==> src/rtl/parking_lot_counter.sv <==
// Gate occupancy tracker: synchronises two beam sensors, decodes enter/exit sequences, saturating 0..CAPACITY count.
// Latency 2 cycles from input capture to cnt/pulse; no backpressure (free-running sensor inputs).
module parking_lot_counter #(
   parameter int unsigned CAPACITY = 25
) (
   input  logic       clk,
   input  logic       reset,
   input  logic       a,
   input  logic       b,
   output logic [4:0] cnt,
   output logic       enter_p,
   output logic       exit_p,
   output logic       full,
   output logic       empty
);

   typedef enum logic [2:0] {
      IDLE = 3'd0,
      EN1  = 3'd1,
      EN2  = 3'd2,
      EN3  = 3'd3,
      EX1  = 3'd4,
      EX2  = 3'd5,
      EX3  = 3'd6
   } state_t;

   localparam logic [4:0] CAP = 5'(CAPACITY);

   logic       a_meta_q, a_s_q, b_meta_q, b_s_q;
   logic [1:0] s;
   state_t     state_q, state_d;
   logic       entry_evt, exit_evt;
   logic [4:0] cnt_q, cnt_d;
   logic       enter_q, enter_d, exit_q, exit_d;

   always_ff @(posedge clk or negedge reset) begin
      if (!reset) begin
         a_meta_q <= 1'b0;
         a_s_q    <= 1'b0;
         b_meta_q <= 1'b0;
         b_s_q    <= 1'b0;
      end else begin
         a_meta_q <= a;
         a_s_q    <= a_meta_q;
         b_meta_q <= b;
         b_s_q    <= b_meta_q;
      end
   end

   assign s = {a_s_q, b_s_q};

   always_ff @(posedge clk or negedge reset) begin
      if (!reset) state_q <= IDLE;
      else        state_q <= state_d;
   end

   // Exit states mirror the entry states with the beams swapped (10 <-> 01).
   always_comb begin
      state_d   = state_q;
      entry_evt = 1'b0;
      exit_evt  = 1'b0;
      case (state_q)
         IDLE: begin
            if (s == 2'b10)      state_d = EN1;
            else if (s == 2'b01) state_d = EX1;
         end
         EN1: begin
            if (s == 2'b11)      state_d = EN2;
            else if (s != 2'b10) state_d = IDLE;
         end
         EN2: begin
            case (s)
               2'b01:   state_d = EN3;
               2'b10:   state_d = EN1;
               2'b00:   state_d = IDLE;
               default: state_d = EN2;
            endcase
         end
         EN3: begin
            case (s)
               2'b11:   state_d = EN2;
               2'b10:   state_d = IDLE;
               2'b00: begin
                  state_d   = IDLE;
                  entry_evt = 1'b1;
               end
               default: state_d = EN3;
            endcase
         end
         EX1: begin
            if (s == 2'b11)      state_d = EX2;
            else if (s != 2'b01) state_d = IDLE;
         end
         EX2: begin
            case (s)
               2'b10:   state_d = EX3;
               2'b01:   state_d = EX1;
               2'b00:   state_d = IDLE;
               default: state_d = EX2;
            endcase
         end
         EX3: begin
            case (s)
               2'b11:   state_d = EX2;
               2'b01:   state_d = IDLE;
               2'b00: begin
                  state_d  = IDLE;
                  exit_evt = 1'b1;
               end
               default: state_d = EX3;
            endcase
         end
         default: state_d = IDLE;
      endcase
   end

   // Pulses fire even when saturated: the car really moved, only the count holds.
   always_comb begin
      cnt_d   = cnt_q;
      enter_d = 1'b0;
      exit_d  = 1'b0;
      if (entry_evt) begin
         enter_d = 1'b1;
         if (cnt_q < CAP) cnt_d = cnt_q + 5'd1;
      end else if (exit_evt) begin
         exit_d = 1'b1;
         if (cnt_q != 5'd0) cnt_d = cnt_q - 5'd1;
      end
   end

   always_ff @(posedge clk or negedge reset) begin
      if (!reset) begin
         cnt_q   <= 5'd0;
         enter_q <= 1'b0;
         exit_q  <= 1'b0;
      end else begin
         cnt_q   <= cnt_d;
         enter_q <= enter_d;
         exit_q  <= exit_d;
      end
   end

   assign cnt     = cnt_q;
   assign enter_p = enter_q;
   assign exit_p  = exit_q;
   assign full    = (cnt_q == CAP);
   assign empty   = (cnt_q == 5'd0);

endmodule

==> config.mk <==
export PLATFORM = sky130hd
export DESIGN_NAME = parking_lot_counter
export DESIGN_NICKNAME = d
export VERILOG_FILES = /design/src/rtl/parking_lot_counter.sv
export SDC_FILE = /design/constraint.sdc
export NUM_CORES = 1
export LEC_CHECK = 0
export CORE_MARGIN = 4
export CORE_UTILIZATION = 45
export DETAILED_ROUTE_END_ITERATION = 16
export PLACE_DENSITY_LB_ADDON = 0.1
export RECOVER_POWER = 50
export SETUP_SLACK_MARGIN = 0.15
export SLEW_MARGIN = 20
export SYNTH_ARGS = -nofsm -noshare
export SYNTH_HDL_FRONTEND = slang
export SYNTH_SLANG_ARGS = --single-unit
==> constraint.sdc <==
create_clock -name clk -period 3.2 [get_ports clk]
set_clock_uncertainty 0.2 [all_clocks]
set_input_delay 0.64 -clock clk [delete_from_list [all_inputs] [get_ports clk]]
set_output_delay 0.64 -clock clk [all_outputs]
set_load 0.05 [all_outputs]
# == Word-level counts from Yosys, hierarchy flattened ==
# Index checks and enable logic that the tools add are counted.
# totals
input_bits,4
out_inout_bits,9
reg_bits,14
# op_classes
n_addsub,2
n_lt_le_gt_ge,1
muxes,21
n_reduce_logical,10
eq_ne,16
# ops
op,count
3-bit case mux with 7 select lines,1
5-bit two-way mux,4
3-bit two-way mux,6
"3-bit equality test, second input constant",3
"3-bit != test, second input constant",3
3-bit case mux with 3 select lines,1
"3-bit by 2-bit equality test with 1-bit output, second input constant",2
1-bit two-way mux,6
2-bit case mux with 3 select lines,1
3-bit case mux with 2 select lines,1
3-bit AND reduction,2
"5-bit by 1-bit adder with 5-bit output, second input constant",1
"5-bit equality test, second input constant",1
5-bit logical NOT,1
"5-bit less-than comparator, second input constant",1
5-bit nonzero test,1
"5-bit by 1-bit subtractor with 5-bit output, second input constant",1
"2-bit equality test, second input constant",2
"2-bit by 1-bit != test with 1-bit output, second input constant",2
2-bit case mux with 2 select lines,1
2-bit nonzero test,2
2-bit OR reduction,2
"3-bit by 1-bit equality test with 1-bit output, second input constant",1
3-bit logical NOT,1
3 further kinds,3

# == Depth between registers and ports, before layout ==
# Gate-level depths: netlist of run 1.
# depth
depth_word,5
ltp_mapped,10
ltp_nobuf,10

# == Worst setup path before layout of run 1 ==
# No wires, ideal clock.
# synth_timing
path_type,reg-to-output
startpoint,"register cnt_q[1], in the netlist cnt[1]"
endpoint,output port empty
t_arrival_ns,2.215
path_slack_ns,0.145
path_stages_with_launch,4
path_cell_list,dfrtp_1 buf_6 or3_4 nor3_1
# synth_between
elab_chain_cells,1
# synth_lines
item,line,rtl
start: declaration,33,"logic [4:0] cnt_q, cnt_d;"
start signal: assignment,137,cnt_q <= cnt_d;
5-bit logical NOT,147,assign empty = (cnt_q == 5'd0);
end: declaration,14,output logic empty
# Every way passes these cells.

# == Final worst setup path of run 1 ==
# Same ends and word-level chain as after synthesis.

==> results of run 1 <==
-- routing by layer --
metal,global-route usage (%),vias to the layer above,wire (µm)
li1,-,373,-
met1,20.20,332,929
met2,19.92,10,739
met3,3.270,4,53
met4,7.469,0,31
met5,0,-,0
-- worst max-delay path, delay by kind of cell, from the launching register on --
kind / cells / cell delay (ns)
flops: 1 / 0.48
simple gates: 2 / 0.54
buf+inv: 1 / 0.82
-- area by class of cell --
cell class	instances	area, µm²
clock buffers	4	36.28
fillers	185	862.1
inverters	6	22.52
multi-input cells	72	569.3
flip-flops and latches	14	350.3
well taps	27	33.78
repair buffers	13	127.6
-- worst max path at each step --
| stage | to | slack, ns | cells after the start |
|---|---|---|---|
| after floorplan | full | 0.43 | 2 |
| after CTS | empty | 0.21 | 3 |
| after global routing | empty | 0.15 | 3 |
| final | empty | 0.23 | 3 |
| after global placement | cnt[4] | 0.52 | 10 |
| after detailed placement | cnt[4] | 0.50 | 10 |
-- sequential cells by signal, indices dropped and copies added, names as in the netlist --
name      count
a_meta_q      1
a_s_q         1
b_meta_q      1
b_s_q         1
cnt           5
enter_p       1
exit_p        1
state_q       3
-- synthesized netlist by cell type, types with 3 or more instances --
cell type | count | area share [%]
ha_1 | 10 | 13
inv_1 | 6 | 2.3
clkbuf_1 | 3 | 1.2
nor3b_1 | 3 | 2.3
nor3_1 | 6 | 3.1
nor2_1 | 3 | 1.2
nand3_1 | 5 | 2.6
dfrtp_1 | 14 | 36
a21oi_1 | 5 | 2.6
nand3b_1 | 4 | 3.1
nand2_1 | 4 | 1.6
o21ai_0 | 7 | 3.6
-- layout by cell type (no fill, tap or decap), types with 2 or more instances in the layout --
master	Yosys	layout
dfrtp_1	14	14
ha_1	10	10
clkdlybuf4s50_1	0	9
o21ai_0	7	7
inv_1	6	6
nand3_1	5	5
nor3_1	6	5
a21oi_1	5	5
nand2_1	4	4
nand3b_1	4	4
nor2_1	3	3
nor3b_1	3	3
clkbuf_4	0	3
dlygate4sd3_1	0	3
xnor2_1	2	2
or2_2	2	2
-- per-stage QoR --
stage	hold slack, ns	cell area [µm²]	instances	utilization (%)	setup WS [ns]
global placement	0.1384	1104	132	55.13	0.5177
floorplan	0.1312	969.7	97	-	0.4264
global route	0.1661	1140	136	56.94	0.1512
finish	0.1600	1140	136	56.94	0.2340
CTS	0.1634	1140	136	56.94	0.2089
detailed placement	0.1395	1104	132	55.13	0.4983
-- logic make-up after synthesis --
| logic type | Yosys count |
|---|---|
| compound gates | 22 |
| xor+xnor | 3 |
| fa+ha+maj | 10 |
| buf+inv | 11 |
| flops | 14 |
| mux | 3 |
| simple gates | 34 |
-- where the power goes --
group          leakage, nW  switching (mW)  internal, mW
combinational        0.332           0.176         0.152
clock               0.0210          0.0617        0.0692
sequential           0.183          0.0648         0.206
total                0.536           0.302         0.427
==> impl_metrics.ini, run 1 <==
[worst_setup_path]
ff2ff_path_depth = 10
critPathLaunchType = register
path_max_fanout = 9
crit_slowest_cell = clkdlybuf4s50_1
crit_chain = or3_4 > nor3_2 > clkdlybuf4s50_1
worstSetupStartpoint = cnt[1]
path_class = register to output pin
critPathRequiredTime_ns = 2.36
end_kind = output pin
cp.arrival_ns = 2.13
regToRegEndpoint = cnt[4]
cpPeakStageDelay_ns = 0.82
r2r_slack_ns = 0.46
r2r_start = a_s_q

[detailed_routing]
drt-initial-drc-count = 19
wl_per_cell_um = 12.89
drtAntennaViolNets = 0
drtPass1Iterations = 4
vias = 719
vias_per_cell = 5.287
routed_wl_um = 1753
post-route-drc-count = 0

[sta]
finalSetupViolCount = 0
period_minus_slack_ns = 2.966
rsz0062_at_grt = no
worst_slew_pin_slew_ns = 0.6335
slew_headroom_pct = 57.63
min_period_over_period_pct = 92.69
fmax_ghz = 0.3372
finalHoldViolCount = 0
final.setup.tns_ns = 0
slew_violations = 0

[power]
irDropWorstVdd_mv = 0.3654
powerDensity_nw_per_um2 = 639.5
total_power_uw = 728.9
power_leakage_nw = 0.5360

[synthesis]
yosys.area_share.xor_xnor_pct = 2.724
synth_top_family_by_area = simple AND/OR/NAND/NOR gates
synth_edf_count = 0
synth_compound_area_share_pct = 15.56
muxShareOfSynthArea_pct = 4.929
syn_avg_cell_area_um2 = 9.945
postSynthNetCount = 111
yosys.area_share.simple_pct = 22.31
synthArstFlopShare_pct = 100.0
synth_seq_area_share_pct = 36.32
ys_types = 37
synth_area_um2 = 964.7
synth_ff_type = dfrtp_1
synth_seq_cells = 14
synth_fa_ha_area_share_pct = 12.97
yosys_warnings = 0
synthCells = 97

[min_path]
hp-class = register to register
hold_start = a_meta_q
min_path_cells = 0
hold_path_end = a_s_q

[floorplanning]
die_area_um2 = 2948
initial_core_util_pct = 48.19
chipHeight_um = 54.30
core_area_um2 = 2002
die_w_um = 54.30
num_rows = 16
ios = 13

[clock_network]
post-cts-setup-buffer-count = 0
clockBufferDepth = 2
cts_sinks = 14
cts.hold.buffers_added = 0
clkTransAtPathRegs_ns = 0.09
cts-root-buf = clkbuf_4
ctsResizeCount = 0
clock_latency_ns = 0.28
cts_made_buffers = 3
h-tree-depth = 1
tritoncts = done

[place]
place_hpwl_um = 1310
io_buffer_count = 12
gp_congestion = 0.8276

[grt]
antenna_found_initial = 0
grt_pass1_vias = 661
grt_overflow = 0
grt_first_pass_wirelength_um = 2967
grt_usage_pct = 14.27
grt_max_degree = 16

[layout]
layout.nets = 124
drive_gt1_share_pct = 14.68
area_growth_pct = 18.16
antennaDiodeCount = 0

[outcome]
status = complete, no violations

[run]
max_cap_viol_count = 0
No activity file was read; power rests on OpenSTA's default activity.
==> run 2: changes to the inputs <==
CTS_BUF_LIST = sky130_fd_sc_hd__clkbuf_8   (was not set)
==> impl_metrics.ini, run 2 (same netlist as run 1, synthesis figures left out) <==
[detailed_routing]
drtPass1Iterations = 4
post-route-drc-count = 0
wl_per_cell_um = 13.38
routed_wl_um = 1819
drtAntennaViolNets = 0
vias_per_cell = 5.338
drt-initial-drc-count = 16
vias = 726

[clock_network]
ctsResizeCount = 0
cts_made_buffers = 3
h-tree-depth = 1
clkTransAtPathRegs_ns = 0.06
cts.hold.buffers_added = 0
cts-root-buf = clkbuf_8
clockBufferDepth = 2
cts_sinks = 14
clock_latency_ns = 0.24
post-cts-setup-buffer-count = 0
tritoncts = done

[worst_setup_path]
crit_slowest_cell = clkdlybuf4s50_1
cp.arrival_ns = 2.13
path_class = register to output pin
ff2ff_path_depth = 10
r2r_slack_ns = 0.44
critPathRequiredTime_ns = 2.36
end_kind = output pin
path_max_fanout = 9
cpPeakStageDelay_ns = 0.83
critPathLaunchType = register
crit_chain = or3_4 > nor3_2 > clkdlybuf4s50_1

[sta]
finalSetupViolCount = 0
finalHoldViolCount = 0
final.setup.tns_ns = 0
rsz0062_at_grt = no
fmax_ghz = 0.3371
holdWs_ns = 0.1535
min_period_over_period_pct = 92.69
worst_slew_pin_slew_ns = 0.6302
period_minus_slack_ns = 2.966
slew_headroom_pct = 57.85
slew_violations = 0

[floorplanning]
die_area_um2 = 2948
core_area_um2 = 2002
die_w_um = 54.30
initial_core_util_pct = 48.19
ios = 13
chipHeight_um = 54.30
num_rows = 16

[layout]
area_growth_pct = 20.10
fillers = 186
antennaDiodeCount = 0
layout_common_cells = dfrtp_1 (14), ha_1 (10), clkdlybuf4s50_1 (9)
layout_commonest_cell = dfrtp_1
largest_register_ff_count = 5
drive_gt1_share_pct = 14.68
stdcell_count = 136
layout.nets = 124

[grt]
grt_overflow = 0
grt_max_degree = 16
antenna_found_initial = 0
grt_first_pass_wirelength_um = 3056
grt_usage_pct = 14.67
grt_pass1_vias = 677

[place]
dp.cells = 132
place_hpwl_um = 1310
io_buffer_count = 12
gp_congestion = 0.8276

[power]
power_leakage_nw = 0.5438
powerDensity_nw_per_um2 = 671.8
irDropWorstVdd_mv = 0.3902

[outcome]
status = complete, no violations

[run]
max_cap_viol_count = 0

[min_path]
min_path_cells = 0
hp-class = register to register
run 2: cell count changes in the layout (fill, tap and decap cells not counted):
cell / previous run / this run
clkbuf_4: 3 / 0
clkbuf_8: 1 / 4
run 2: worst paths after layout:
kind                          start    endpoint
max in group asynchronous     reset       a_s_q
min in group asynchronous     reset  state_q[1]
setup reg to reg              a_s_q      cnt[4]
hold / removal             a_meta_q       a_s_q
setup / recovery             cnt[1]       empty
hold reg to reg            a_meta_q       a_s_q
run 2: power by group:
part           total (mW)  internal, mW  switching [mW]  leakage, nW
Clock               0.176         0.109          0.0669       0.0288
Sequential          0.271         0.206          0.0649        0.183
Combinational       0.331         0.152           0.179        0.332
run 2: through the flow:
stage	setup WS, ns	area, µm²	utilization [%]	total power, mW
after floorplan	0.4264	969.7	-	0.5287
final	0.2339	1159	57.88	0.7783
after detailed placement	0.4983	1104	55.13	0.6048
after global placement	0.5177	1104	55.13	0.6020
after global routing	0.1678	1159	57.88	0.8334
after CTS	0.2177	1159	57.88	0.7869
run 2: area by class of cell:
cell class	count	area [µm²]	area share (%)
flip-flops and latches	14	350.3	30.24
multi-input cells	72	569.3	49.14
inverters	6	22.52	1.944
clock buffers	4	55.05	4.752
well taps	27	33.78	2.916
repair buffers	13	127.6	11.02
run 2: critical path: cells and delay by family (launching register included):
family                 cells  cell delay [ns]
buffers and inverters      1             0.83
flip-flops                 1             0.47
AND/OR/NAND/NOR            2             0.59
run 2: layer usage:
layer	vias up	global-route usage (%)	share of wire, %	wire, µm
li1	373	-	-	-
met1	334	20.37	51	920
met2	15	21.71	43	790
met3	4	3.270	4.5	81
met4	0	6.224	1.5	27
met5	-	0	0	0
